===== src/rtl/tree_grng_bit_feeder.sv =====
// 64-bit xorshift random-bit source feeding the 8-bit tree Gaussian sampler.
// Delivers 56 fresh bits per sample, sliced into eight probability-bit groups, behind valid/ready.
module tree_grng_bit_feeder #(
    parameter logic [63:0] SEED   = 64'h0000_0000_0000_0001,
    parameter int          WARMUP = 16,
    parameter int          CNT_W  = 32
) (
    input  logic             clk,
    input  logic             rst,
    input  logic             seed_valid,
    input  logic [63:0]      seed,
    input  logic             out_ready,
    output logic             out_valid,
    output logic             pbits7,
    output logic             pbits6,
    output logic [1:0]       pbits5,
    output logic [3:0]       pbits4,
    output logic [7:0]       pbits3,
    output logic [15:0]      pbits2,
    output logic [15:0]      pbits1,
    output logic [7:0]       pbits0,
    output logic             busy,
    output logic [CNT_W-1:0] sample_count
);

    generate
        if (SEED == 64'd0) begin : g_bad_seed
            $error("tree_grng_bit_feeder: SEED must be nonzero");
        end
        if (WARMUP < 0) begin : g_bad_warmup
            $error("tree_grng_bit_feeder: WARMUP must be non-negative");
        end
    endgenerate

    typedef enum logic [1:0] {
        ST_WARMUP = 2'd0,
        ST_FILL   = 2'd1,
        ST_RUN    = 2'd2
    } state_t;

    localparam int     WU_W      = (WARMUP < 2) ? 1 : $clog2(WARMUP);
    localparam state_t RST_STATE = (WARMUP == 0) ? ST_FILL : ST_WARMUP;

    function automatic logic [63:0] xorshift_step(input logic [63:0] x);
        logic [63:0] x1;
        logic [63:0] x2;
        x1 = x ^ (x << 13);
        x2 = x1 ^ (x1 >> 7);
        return x2 ^ (x2 << 17);
    endfunction

    state_t            state_q, state_d;
    logic [63:0]       x_q, x_d;
    logic [WU_W-1:0]   cnt_q, cnt_d;
    logic              valid_q, valid_d;
    logic [55:0]       data_q, data_d;
    logic [CNT_W-1:0]  count_q, count_d;
    logic [63:0]       step_x;

    assign step_x = xorshift_step(x_q);

    always_comb begin
        // NOTE: every target gets its hold value first so no path can infer a latch.
        state_d = state_q;
        x_d     = x_q;
        cnt_d   = cnt_q;
        valid_d = valid_q;
        data_d  = data_q;
        count_d = count_q;

        case (state_q)
            ST_WARMUP: begin
                x_d   = step_x;
                cnt_d = cnt_q + WU_W'(1);
                if (cnt_q == WU_W'(WARMUP - 1)) begin
                    state_d = ST_FILL;
                end
            end
            ST_FILL: begin
                x_d     = step_x;
                data_d  = step_x[55:0];
                valid_d = 1'b1;
                state_d = ST_RUN;
            end
            ST_RUN: begin
                if (valid_q && out_ready) begin
                    x_d     = step_x;
                    data_d  = step_x[55:0];
                    count_d = count_q + CNT_W'(1);
                end
            end
            default: state_d = RST_STATE;
        endcase

        // Reseed overrides the generator and flow state, but a coincident transfer still counts.
        if (seed_valid) begin
            x_d     = (seed == 64'd0) ? SEED : seed;
            cnt_d   = '0;
            valid_d = 1'b0;
            state_d = RST_STATE;
        end
    end

    // NOTE: sequential state uses non-blocking assignments so all flops update together.
    always_ff @(posedge clk or posedge rst) begin
        if (rst) begin
            state_q <= RST_STATE;
            x_q     <= SEED;
            cnt_q   <= '0;
            valid_q <= 1'b0;
            data_q  <= '0;
            count_q <= '0;
        end else begin
            state_q <= state_d;
            x_q     <= x_d;
            cnt_q   <= cnt_d;
            valid_q <= valid_d;
            data_q  <= data_d;
            count_q <= count_d;
        end
    end

    assign out_valid    = valid_q;
    assign busy         = (state_q != ST_RUN);
    assign sample_count = count_q;

    assign pbits7 = data_q[55];
    assign pbits6 = data_q[54];
    assign pbits5 = data_q[53:52];
    assign pbits4 = data_q[51:48];
    assign pbits3 = data_q[47:40];
    assign pbits2 = data_q[39:24];
    assign pbits1 = data_q[23:8];
    assign pbits0 = data_q[7:0];

endmodule


===== config.mk =====
export PLATFORM = sky130hd
export DESIGN_NAME = tree_grng_bit_feeder
export DESIGN_NICKNAME = d
export VERILOG_FILES = /design/src/rtl/tree_grng_bit_feeder.sv
export SDC_FILE = /design/constraint.sdc
export NUM_CORES = 1
export LEC_CHECK = 0
export ABC_AREA = 1
export CORE_AREA = 4 4 134 149
export DETAILED_ROUTE_END_ITERATION = 7
export DIE_AREA = 0 0 138 153
export PLACE_DENSITY = 0.88
export SETUP_SLACK_MARGIN = 0.02
export SYNTH_ARGS = -nofsm -noshare
export SYNTH_HDL_FRONTEND = slang
export SYNTH_SLANG_ARGS = --single-unit

===== constraint.sdc =====
create_clock -name clk -period 9.7 [get_ports clk]
set_input_delay 1.455 -clock clk [delete_from_list [all_inputs] [get_ports clk]]
set_output_delay 1.455 -clock clk [all_outputs]
set_load 0.005 [all_outputs]

==> out/metrics.cfg <==
[cts]
clockRootBuffer = clkbuf_16
post-cts-setup-buffer-count = 0
cts_tree = yes
cts_buffer_depth = 2
cts_sinks = 159
cts_resized = 0
htreeDepth = 4
cts.clk_slew.worst_paths_ns = 0.07
insertion_delay_ns = 0.44
cts_buffers = 17
cts_hold_buf = 0

[synth]
synth_area_leader_cell = dfrtp_1
avgSynthCellArea_um2 = 6.34
yosysWarnings = 0
async_flop_share_pct = 100
synth_seq_area_share_pct = 38.9
synth_top_flop_cell = dfrtp_1
synth_top_area_share_pct = 38.6
yosys-top-cells-count = 836 x nand2_1, 158 x dfrtp_1, 125 x nor2_1, 123 x inv_1, 105 x a21oi_1
synth_most_common_cell = nand2_1
synthTopCellsByArea = dfrtp_1 39%, nand2_1 31%, a21oi_1 5.1%, nor2_1 4.6%, nand3_1 4.5%
ys_ff_latch = 159
syn-num-nets = 1685
synthCells = 1615
synthDistinctLibCells = 35
synth_edf_count = 0
synth_area_um2 = 10200

[detailed_routing]
first_pass_iters = 5
wire_per_inst_um = 16.7
drc = 0
ant_nets = 0
avgViaCountPerCell = 5.56
drt_iter0_markers = 1169
drt_wl_total_um = 33600
vias = 11200

[critical_path]
cp-start-kind = input pin
path_max_fanout = 63
r2r-start = out_valid$_DFFE_PP0P_
required_ns = 10.06
critPathKind = input pin to flop
slowest_delay_ns = 0.95
endpoint_kind = flop
arrival_ns = 3.96
r2r-end = data_q[12]$_DFFE_PP0P_
reg2reg_depth = 7
reg2reg_slack_ns = 7.11
cp_cell_sequence = clkdlybuf4s50_1 -> nand2_1 -> o21ai_2 -> nor2_4 -> buf_4 -> inv_2 -> nor2_1 -> a21oi_1
path_buf_inv = 3
cp_top_family = buffers and inverters
critical-path-slowest-cell = inv_2

[global_routing]
grt_max_degree = 82
grt-ovfl-total = 0
antenna_found_initial = 0
grt_pass1_wl_um = 53600
grtUsageTotal_pct = 31.3
grt_pass1_vias = 10300

[power_and_ir_drop]
total_power_mw = 3.46
p_switching_mw = 1.71
pwr-share-clk_pct = 19.1
swShare_pct = 49.5
p_per_area_nw_per_um2 = 277
ir_worst_vdd_mv = 0.167
power.internal_mw = 1.75
p_leak_nw = 6.57
seqPwrFrac_pct = 29.9
p_comb_share_pct = 51.0

[placed_design]
placed_cells = 1979
dp_hpwl_um = 25300
io_buffer_count = 157
gp_congestion = 0.978
placed_area_um2 = 12000

[worst_hold_path]
hp-start = data_q[9]$_DFFE_PP0P_
min_path_cells = 2
hp-class = flop to flop
worstHoldEndpoint = data_q[9]$_DFFE_PP0P_

[die]
core_area_um2 = 18300
rows = 52
chipHeight_um = 153
ios = 158
initial_utilization_pct = 55.8
dieArea_um2 = 21100
chipWidth_um = 138

[job]
drv.max_cap_violation_count = 0

[cells_and_area]
postLayoutCoreUtil_pct = 68.2
drive_above_1_share_pct = 3.85
final_cells = 2011
stdcell_area_um2 = 12500
diodes = 0
fin_nets = 1825
syn_to_final_growth_pct = 22.2

[timing]
setup_tns_ns = 0
worst_slew_pin_slew_ns = 1.24
relSlewSlack_pct = 17.3
fin_skew_ns = 0.00948
rsz0062_at_grt = false
hold_viol_final = 0
fmax_ghz = 0.278
period_needed_ns = 3.60
setup-violations-final = 0
period_share_pct = 37.1
slew_violations = 0

[status]
status = finished clean

## cells in the final DEF (no fill, tap or decap), types with 3 or more instances in the layout
cell / instances
inv_6: 3
nor2_2: 3
dfrtp_1: 158
nand2_1: 836
nand3_1: 93
clkinv_2: 3
clkdlybuf4s50_1: 156
nor2_4: 10
xor2_1: 14
nand3b_1: 4
inv_1: 122
clkbuf_1: 6
a22oi_1: 5
buf_4: 4
a21oi_1: 105
nand2_2: 7
nand4_1: 7
inv_2: 4
o21ai_0: 36
a31oi_1: 6
nor2_1: 125
xnor2_1: 21
clkbuf_16: 17
## flip-flops by register name, indices dropped and copies added, names as in the netlist
register      cells
x_q              64
out_valid         1
cnt_q             4
sample_count     32
state_q           2
data_q           56
## per-layer routing
layer / share of wire (%) / wire length [um] / vias to the layer above / track usage, %
met3: 9.1 / 3080 / 94 / 5.38
met2: 47 / 15800 / 583 / 52.3
met5: 0 / 0 / - / 0
li1: - / - / 5308 / -
met1: 40 / 13400 / 5205 / 40.3
met4: 4.1 / 1370 / 0 / 13.4
## worst min-delay path: cells and delay by family, from the launching register on
| kind | cells | cell delay, ns |
|---|---|---|
| flops | 1 | 0.34 |
| compound gates | 1 | 0.06 |
| simple gates | 1 | 0.05 |
## power groups by stage
stage	Clock [mW]	Combinational, mW	Sequential [mW]
5_1_grt	0.690	2.00	1.05
3_5_place_dp	0	1.71	1.03
4_1_cts	0.660	1.72	1.02
2_1_floorplan	0	1.22	0.965
3_3_place_gp	0	1.65	1.03
6_report	0.660	1.77	1.04
## cell families after synthesis
kind of cell,count (synthesis),synth area share (%)
fa+ha+maj,2,0.244
flops,159,38.9
buf+inv,169,6.67
xor+xnor,36,3.15
simple gates,1096,43.4
compound gates,153,7.71
## area by class of cell
class | instances | area [um^2]
flip-flops and latches | 159 | 3980
inverters | 129 | 494
fillers | 1611 | 5840
repair buffers | 161 | 1600
clock inverters | 9 | 108
clock buffers | 23 | 448
multi-input cells | 1287 | 5580
well taps | 243 | 304
## how the worst max path moves through the flow
stage / start / end / slack, ns / depth (start not counted)
2_1_floorplan: rst / cnt_q[0]$_DFFE_PP0P_ / 3.96 / 1
3_3_place_gp: out_ready / x_q[3]$_DFFE_PP0P_ / 5.77 / 7
3_5_place_dp: out_ready / data_q[7]$_DFFE_PP0P_ / 5.67 / 8
4_1_cts: out_ready / data_q[15]$_DFFE_PP0P_ / 6.11 / 8
5_1_grt: out_ready / data_q[15]$_DFFE_PP0P_ / 5.92 / 8
6_report: out_ready / x_q[48]$_DFFE_PP0P_ / 6.10 / 8
## stage by stage
stage	setup WS, ns	hold WS, ns
floorplan	3.96	0.468
global placement	5.77	0.466
detailed placement	5.67	0.465
CTS	6.11	0.487
global route	5.92	0.501
finish	6.10	0.486
Power figures use the tool's default switching activity.
